<file path="src/rtl/lsu_wb.sv">
// lsu_wb: load/store unit driving the Wishbone unit request/kill handshake with alignment, steering and timeout
module lsu_wb #(
  parameter int ADDR_WIDTH = 32,
  parameter int TIMEOUT = 16
) (
  input  logic                  clk_i,
  input  logic                  rst_i,
  input  logic                  lsu_valid_i,
  input  logic                  lsu_we_i,
  input  logic [1:0]            lsu_size_i,
  input  logic                  lsu_unsigned_i,
  input  logic [ADDR_WIDTH-1:0] lsu_addr_i,
  input  logic [31:0]           lsu_wdata_i,
  input  logic                  lsu_kill_i,
  output logic                  lsu_stall_o,
  output logic                  lsu_done_o,
  output logic [31:0]           lsu_rdata_o,
  output logic                  lsu_misaligned_o,
  output logic                  lsu_bus_err_o,
  output logic                  lsu_timeout_o,
  output logic                  wbm_we_o,
  output logic                  wbm_re_o,
  output logic                  wbm_kill_o,
  input  logic                  wbm_ack_i,
  input  logic                  wbm_err_i,
  output logic [ADDR_WIDTH-1:0] wbs_adr_o,
  output logic [31:0]           wbs_dat_o,
  output logic [3:0]            wbs_sel_o,
  input  logic [31:0]           wbs_dat_i
);
  localparam int CW = $clog2(TIMEOUT);
  localparam logic [CW-1:0] LAST = CW'(TIMEOUT - 1);
  typedef enum logic [1:0] {IDLE, BUS, DONE} state_t;
  state_t state;
  logic [CW-1:0] cnt;
  logic [1:0] size_q, lane_q;
  logic uns_q, mis, last, end_bus;
  logic [3:0] sel_n;
  logic [31:0] dat_n, rd_n;
  logic [7:0] b;
  logic [15:0] h;
  always_comb begin
    mis = (lsu_size_i == 2'b11) || (lsu_size_i == 2'b01 && lsu_addr_i[0]) ||
          (lsu_size_i == 2'b10 && lsu_addr_i[1:0] != 2'b00);
    sel_n = lsu_size_i == 2'b00 ? 4'b0001 << lsu_addr_i[1:0] :
            lsu_size_i == 2'b01 ? (lsu_addr_i[1] ? 4'b1100 : 4'b0011) : 4'b1111;
    dat_n = lsu_size_i == 2'b00 ? {4{lsu_wdata_i[7:0]}} :
            lsu_size_i == 2'b01 ? {2{lsu_wdata_i[15:0]}} : lsu_wdata_i;
    b = wbs_dat_i[{lane_q, 3'b000} +: 8];
    h = lane_q[1] ? wbs_dat_i[31:16] : wbs_dat_i[15:0];
    rd_n = size_q == 2'b00 ? {{24{b[7] & ~uns_q}}, b} :
           size_q == 2'b01 ? {{16{h[15] & ~uns_q}}, h} : wbs_dat_i;
    last = cnt == LAST;
    end_bus = lsu_kill_i || wbm_err_i || wbm_ack_i || last;
  end
  assign wbm_kill_o = state == BUS && (lsu_kill_i || (last && !wbm_ack_i && !wbm_err_i));
  assign lsu_stall_o = (state == IDLE && lsu_valid_i && !lsu_kill_i) || state == BUS;
  always_ff @(posedge clk_i or posedge rst_i) begin
    if (rst_i) begin
      state <= IDLE;
      cnt <= '0;
      size_q <= '0;
      lane_q <= '0;
      uns_q <= 1'b0;
      lsu_done_o <= 1'b0;
      lsu_rdata_o <= '0;
      lsu_misaligned_o <= 1'b0;
      lsu_bus_err_o <= 1'b0;
      lsu_timeout_o <= 1'b0;
      wbm_we_o <= 1'b0;
      wbm_re_o <= 1'b0;
      wbs_adr_o <= '0;
      wbs_dat_o <= '0;
      wbs_sel_o <= '0;
    end else if (state == IDLE) begin
      if (lsu_valid_i && !lsu_kill_i && mis) begin
        lsu_misaligned_o <= 1'b1;
        lsu_done_o <= 1'b1;
        state <= DONE;
      end else if (lsu_valid_i && !lsu_kill_i) begin
        size_q <= lsu_size_i;
        lane_q <= lsu_addr_i[1:0];
        uns_q <= lsu_unsigned_i;
        wbs_adr_o <= {lsu_addr_i[ADDR_WIDTH-1:2], 2'b00};
        wbs_dat_o <= dat_n;
        wbs_sel_o <= sel_n;
        wbm_we_o <= lsu_we_i;
        wbm_re_o <= !lsu_we_i;
        cnt <= '0;
        state <= BUS;
      end
    end else if (state == BUS) begin
      if (!end_bus) begin
        cnt <= cnt + 1'b1;
      end else begin
        // we/re drop on the sampling edge so the Wishbone unit never sees a second request
        wbm_we_o <= 1'b0;
        wbm_re_o <= 1'b0;
        state <= lsu_kill_i ? IDLE : DONE;
        lsu_done_o <= !lsu_kill_i;
        lsu_bus_err_o <= !lsu_kill_i && wbm_err_i;
        lsu_timeout_o <= !lsu_kill_i && !wbm_err_i && !wbm_ack_i;
        lsu_rdata_o <= (!lsu_kill_i && !wbm_err_i && wbm_ack_i && !wbm_we_o) ? rd_n : '0;
      end
    end else begin
      lsu_done_o <= 1'b0;
      lsu_rdata_o <= '0;
      lsu_misaligned_o <= 1'b0;
      lsu_bus_err_o <= 1'b0;
      lsu_timeout_o <= 1'b0;
      state <= IDLE;
    end
  end
endmodule

</file>
<file path="config.mk">
export PLATFORM = sky130hd
export DESIGN_NAME = lsu_wb
export DESIGN_NICKNAME = d
export VERILOG_FILES = /design/src/rtl/lsu_wb.sv
export SDC_FILE = /design/constraint.sdc
export NUM_CORES = 1
export LEC_CHECK = 0
export ABC_AREA = 1
export ABC_CLOCK_PERIOD_IN_PS = 4700
export CORE_ASPECT_RATIO = 0.9
export CORE_UTILIZATION = 40
export DETAILED_ROUTE_END_ITERATION = 10
export MAX_ROUTING_LAYER = met4
export PLACE_DENSITY = 0.84
export SLEW_MARGIN = 5
export SYNTH_ARGS = -nofsm -noshare
export SYNTH_HDL_FRONTEND = slang
export SYNTH_SLANG_ARGS = --single-unit
</file>
<file path="constraint.sdc">
create_clock -name clk_i -period 4.7 [get_ports clk_i]
set_input_delay 1.41 -clock clk_i [delete_from_list [all_inputs] [get_ports clk_i]]
set_output_delay 1.41 -clock clk_i [all_outputs]
set_load 0.02 [all_outputs]
</file>
# Yosys cells after proc, flatten, opt, wreduce, memory -nomap -nowiden
# Index checks and enable logic that the tools add are counted.
# op_classes
shifts	2
bitwise	5
reduce_logical	39
n_eq_ne	14
n_mux	40
add_sub_neg	1
# ops
operator	n
32-bit two-way mux	7
4-bit two-way mux	8
32-bit by 6-bit variable part select with 8-bit output	1
1-bit two-way mux	18
16-bit two-way mux	1
1-bit logical AND	14
2-bit two-way mux	6
2-bit by 1-bit != test with 1-bit output (second input constant)	4
2-bit AND reduction	4
4-bit AND reduction	2
1-bit logical OR	7
2-bit by 1-bit equality test with 1-bit output (second input constant)	3
2-bit logical NOT	3
2-bit nonzero test	3
1-bit logical NOT	5
4-bit by 1-bit adder with 4-bit output (second input constant)	1
2-bit equality test (second input constant)	2
4-bit equality test (second input constant)	1
2-bit != test (second input constant)	2
1-bit by 2-bit left shift with 4-bit output (first input constant)	1
3-bit by 1-bit != test with 1-bit output (second input constant)	1
3-bit by 2-bit != test with 1-bit output (second input constant)	1
1-bit NOT	3
3-bit AND reduction	1
1-bit bitwise AND	2
# totals
elab_cells	116
regBits	115
out_inout_bits	108
in_bits	106

# Longest topological paths before layout
# logic_depth
depth_word	7
mapped_depth	9
depth_no_buf	8

# Worst setup path after synthesis
# Ideal clock, no wire load.
# synth_path
path_kind	input to output
start	input port wbm_err_i
end	output port wbm_kill_o
path_slack_ns	1.322
n_path_buf	0
arrival_time_ns	1.968
cell_stages	3
cell_sequence	nor2_1 nand2_1 a21oi_1
# synth_via
elab_chain_cells	4
# synth_lines
item	line_no	rtl
start, declared	25	input logic wbm_err_i,
1-bit logical NOT	56	assign wbm_kill_o = state == BUS && (lsu_kill_i || (last && !wbm_ack_i && !wbm_err_i));
1-bit logical AND	56	
1-bit logical OR	56	
1-bit logical AND	56	
end, declared	23	output logic wbm_kill_o,
# No other way between the ends.

# Worst setup path after layout
# Same ends and word-level chain as after synthesis.

==> key figures <==
Yosys
  – Area contributors post-synth: dfrtp_1 (52%), nand2_1 (16%), o21ai_0 (6.9%)
  – YS warnings: 0
  – EDFF count, synth: 0
  – Netlist cell types: 30
  – FFs w/ async S/R, synth: between 90% and 100%
  – Syn Inst Count: 700
  – Synth Flop Type: dfrtp_1
  – Area leader, netlist: dfrtp_1
  – Mean Syn Cell Area: about 7.9 um^2
  – Post-synth top area share: 51.9%
  – Yosys reg bits: roughly 120
  – Synthesized area: around 5500 um^2
  – Sequential share of the synthesized area: around half

Layout
  – Most frequent cells in the layout: nand2_1 (242), clkdlybuf4s50_1 (211), dfrtp_1 (115)
  – Layout cells sized above 1: 6.79%
  – Area grow syn2layout: 50.7%
  – Ant diodes: 0
  – Final cell count without fillers: between 1000 and 1500
  – Commonest non-fill, non-tap cell in the layout: nand2_1
  – Total Nets Final: between 1000 and 1500

Worst setup path
  – Worst Path Required: 3.29 ns
  – R2R depth: 7
  – Reg2reg setup slack: between 2 and 2.5 ns
  – CP max FO: 3
  – Endpoint class of the critical path: output port
  – CP arrival: between 2 and 3 ns
  – RR Startpoint: state[1]
  – Startpoint Class: primary input
  – Crit Path Category: in -> out
  – RR Endpoint: wbs_dat_o[13]

Clock network
  – Resized cells post-CTS: 0
  – Clk sink count: 115
  – Root buffer cell: clkbuf_16
  – CTS tree: built
  – Number of buffers created by CTS: 17
  – CTS clk-pin slew, worst paths: 0.05 ns
  – Clock latency on the worst-skew pair: 0.41 ns
  – CTS hold repair buffers: 0
  – Max clock buf depth: 2
  – Post-CTS Setup Bufs: 0
  – CTS HTree Levels: 4

Global route
  – Vias in the first global route: about 5300
  – Global-route usage over all layers: about 25%
  – Antenna violations before repair: 0
  – Global-route wire length before repair: around 27000 um
  – Largest net degree at the start of global routing: 53
  – Global route overflow: 0

Power
  – Worst IR Drop VDD: roughly 0.34 mV
  – Power Density: 608 nW/um^2
  – Static Leakage: between 3 and 4 nW
  – Design Power: a little over 5 mW

Timing
  – Worst Tran Pin Value: around 0.90 ns
  – Fmax: roughly 230 MHz
  – Final hold vios: 0
  – Post-route minimum period: ~4.3 ns
  – Final Max Tran Viols: 0
  – Clock Skew: around 0.0089 ns
  – Post-Route Setup TNS: 0 ns
  – Tcrit/Tclk final: between 90 and 100%
  – RSZ-0062 raised after global routing: no
  – Final setup viols: 0
  – Slew Limit Headroom: 39.6%

Floorplanning
  – Die extent in x: between 100 and 150 um
  – Core area: between 10000 and 15000 um^2
  – Starting Density: about two fifths
  – Num ports: ~210
  – Full die area: roughly 14000 um^2
  – Die H: 114 um
  – Floorplan row count: 40

Worst hold path
  – Worst hold path depth: 2
  – Hold Crit Class: reg -> reg
  – Hold path start: wbs_adr_o[19]
  – Worst Hold Endpoint: wbs_adr_o[19]

Outcome
  – Status: finished, final reports clean

Route
  – DRC Markers: 0
  – Starting DRC count in detailed routing: 472
  – Vias/cell: 5.20
  – Via count: 5622
  – DR WL/cell: 15.8 um
  – Detailed Route WL: 17100 um
  – Pre-antenna DRT Iters: 6
  – Post-route ant nets: 0

Place
  – DP Cell Count: 1049
  – RD Place Congestion: ~0.91
  – Post-detail-place hpwl: 11800 um
  – IO buf count: 211

Job
  – Max-cap viol count: 0
## cell usage after synthesis (all sizes together), types with 2 or more instances
cell type / number
nand2: 249
o211ai: 5
clkbuf: 17
inv: 45
a22oi: 2
or2: 3
dfrtp: 115
nand4: 17
nand3: 52
a31oi: 10
buf: 26
o21ai: 85
a21oi: 38
nor2: 30
## worst max-delay path by stage
stage                   start    endpoint  slack (ns)
finish              wbm_err_i  wbm_kill_o        0.44
global route        wbm_err_i  wbm_kill_o        0.35
CTS                 wbm_err_i  wbm_kill_o        0.44
detailed placement  wbm_err_i  wbm_kill_o        0.45
global placement    wbm_err_i  wbm_kill_o        0.46
floorplan               rst_i      cnt[0]        0.25
## where the power goes
group | leakage (nW) | total, mW | internal [mW] | switching [mW]
combinational | 2.17 | 2.11 | 0.899 | 1.21
sequential | 1.49 | 1.61 | 1.34 | 0.274
clock | 0.305 | 1.36 | 0.914 | 0.444
## kinds of logic (layout without fill, tap and decap cells)
group	after synthesis	count (layout)	synth area share [%]
other	1	2	0.0676
XOR/XNOR	1	1	0.158
flip-flops	115	115	51.9
buffers and inverters	88	300	7.24
adder cells (fa/ha/maj)	1	1	0.225
AO/OA/AOI/OAI	142	142	13.5
AND/OR/NAND/NOR	352	352	26.9
## state kept, by name, indices dropped and copies added, names as in the netlist
name / cells
cnt: 4
lane_q: 2
lsu_bus_err_o: 1
lsu_done_o: 1
lsu_misaligned_o: 1
lsu_rdata_o: 32
lsu_timeout_o: 1
size_q: 2
state: 2
uns_q: 1
wbm_re_o: 1
wbm_we_o: 1
wbs_adr_o: 30
wbs_dat_o: 32
wbs_sel_o: 4
## stage by stage
| step | cell area, um^2 | hold slack, ns | utilization, % | worst slack, ns |
|---|---|---|---|---|
| 2_1_floorplan | 5550 | 0.489 | - | 0.246 |
| 3_3_place_gp | 7740 | 0.453 | 57.5 | 0.460 |
| 3_5_place_dp | 7740 | 0.458 | 57.5 | 0.446 |
| 4_1_cts | 8360 | 0.472 | 62.1 | 0.440 |
| 5_1_grt | 8360 | 0.488 | 62.1 | 0.352 |
| 6_report | 8360 | 0.470 | 62.1 | 0.444 |
## cell type report
cell class | instances | area (um^2)
Tap cell | 168 | 210
Sequential cell | 115 | 2880
Timing Repair Buffer | 223 | 2200
Inverter | 45 | 171
Clock inverter | 9 | 153
Clock buffer | 23 | 468
Fill cell | 1140 | 5100
Multi-Input combinational cell | 498 | 2280
## routing by layer
metal	part of all wire, %	up-vias	GRT usage (%)	wire [um]
met4	1.9	0	9.24	320
met3	8.7	30	6.57	1490
met5	0	-	-	0
met2	46	290	39.1	7920
met1	43	2607	32.5	7330
li1	-	2695	-	-
## worst max-delay path: stages
cell and delay (ns):
clkdlybuf4s50_1 0.43, nor2_1 0.19, nand2_1 0.08, a21oi_1 0.13
clkdlybuf4s50_1 0.61
Note: power is estimated with default switching activity, not from simulation.
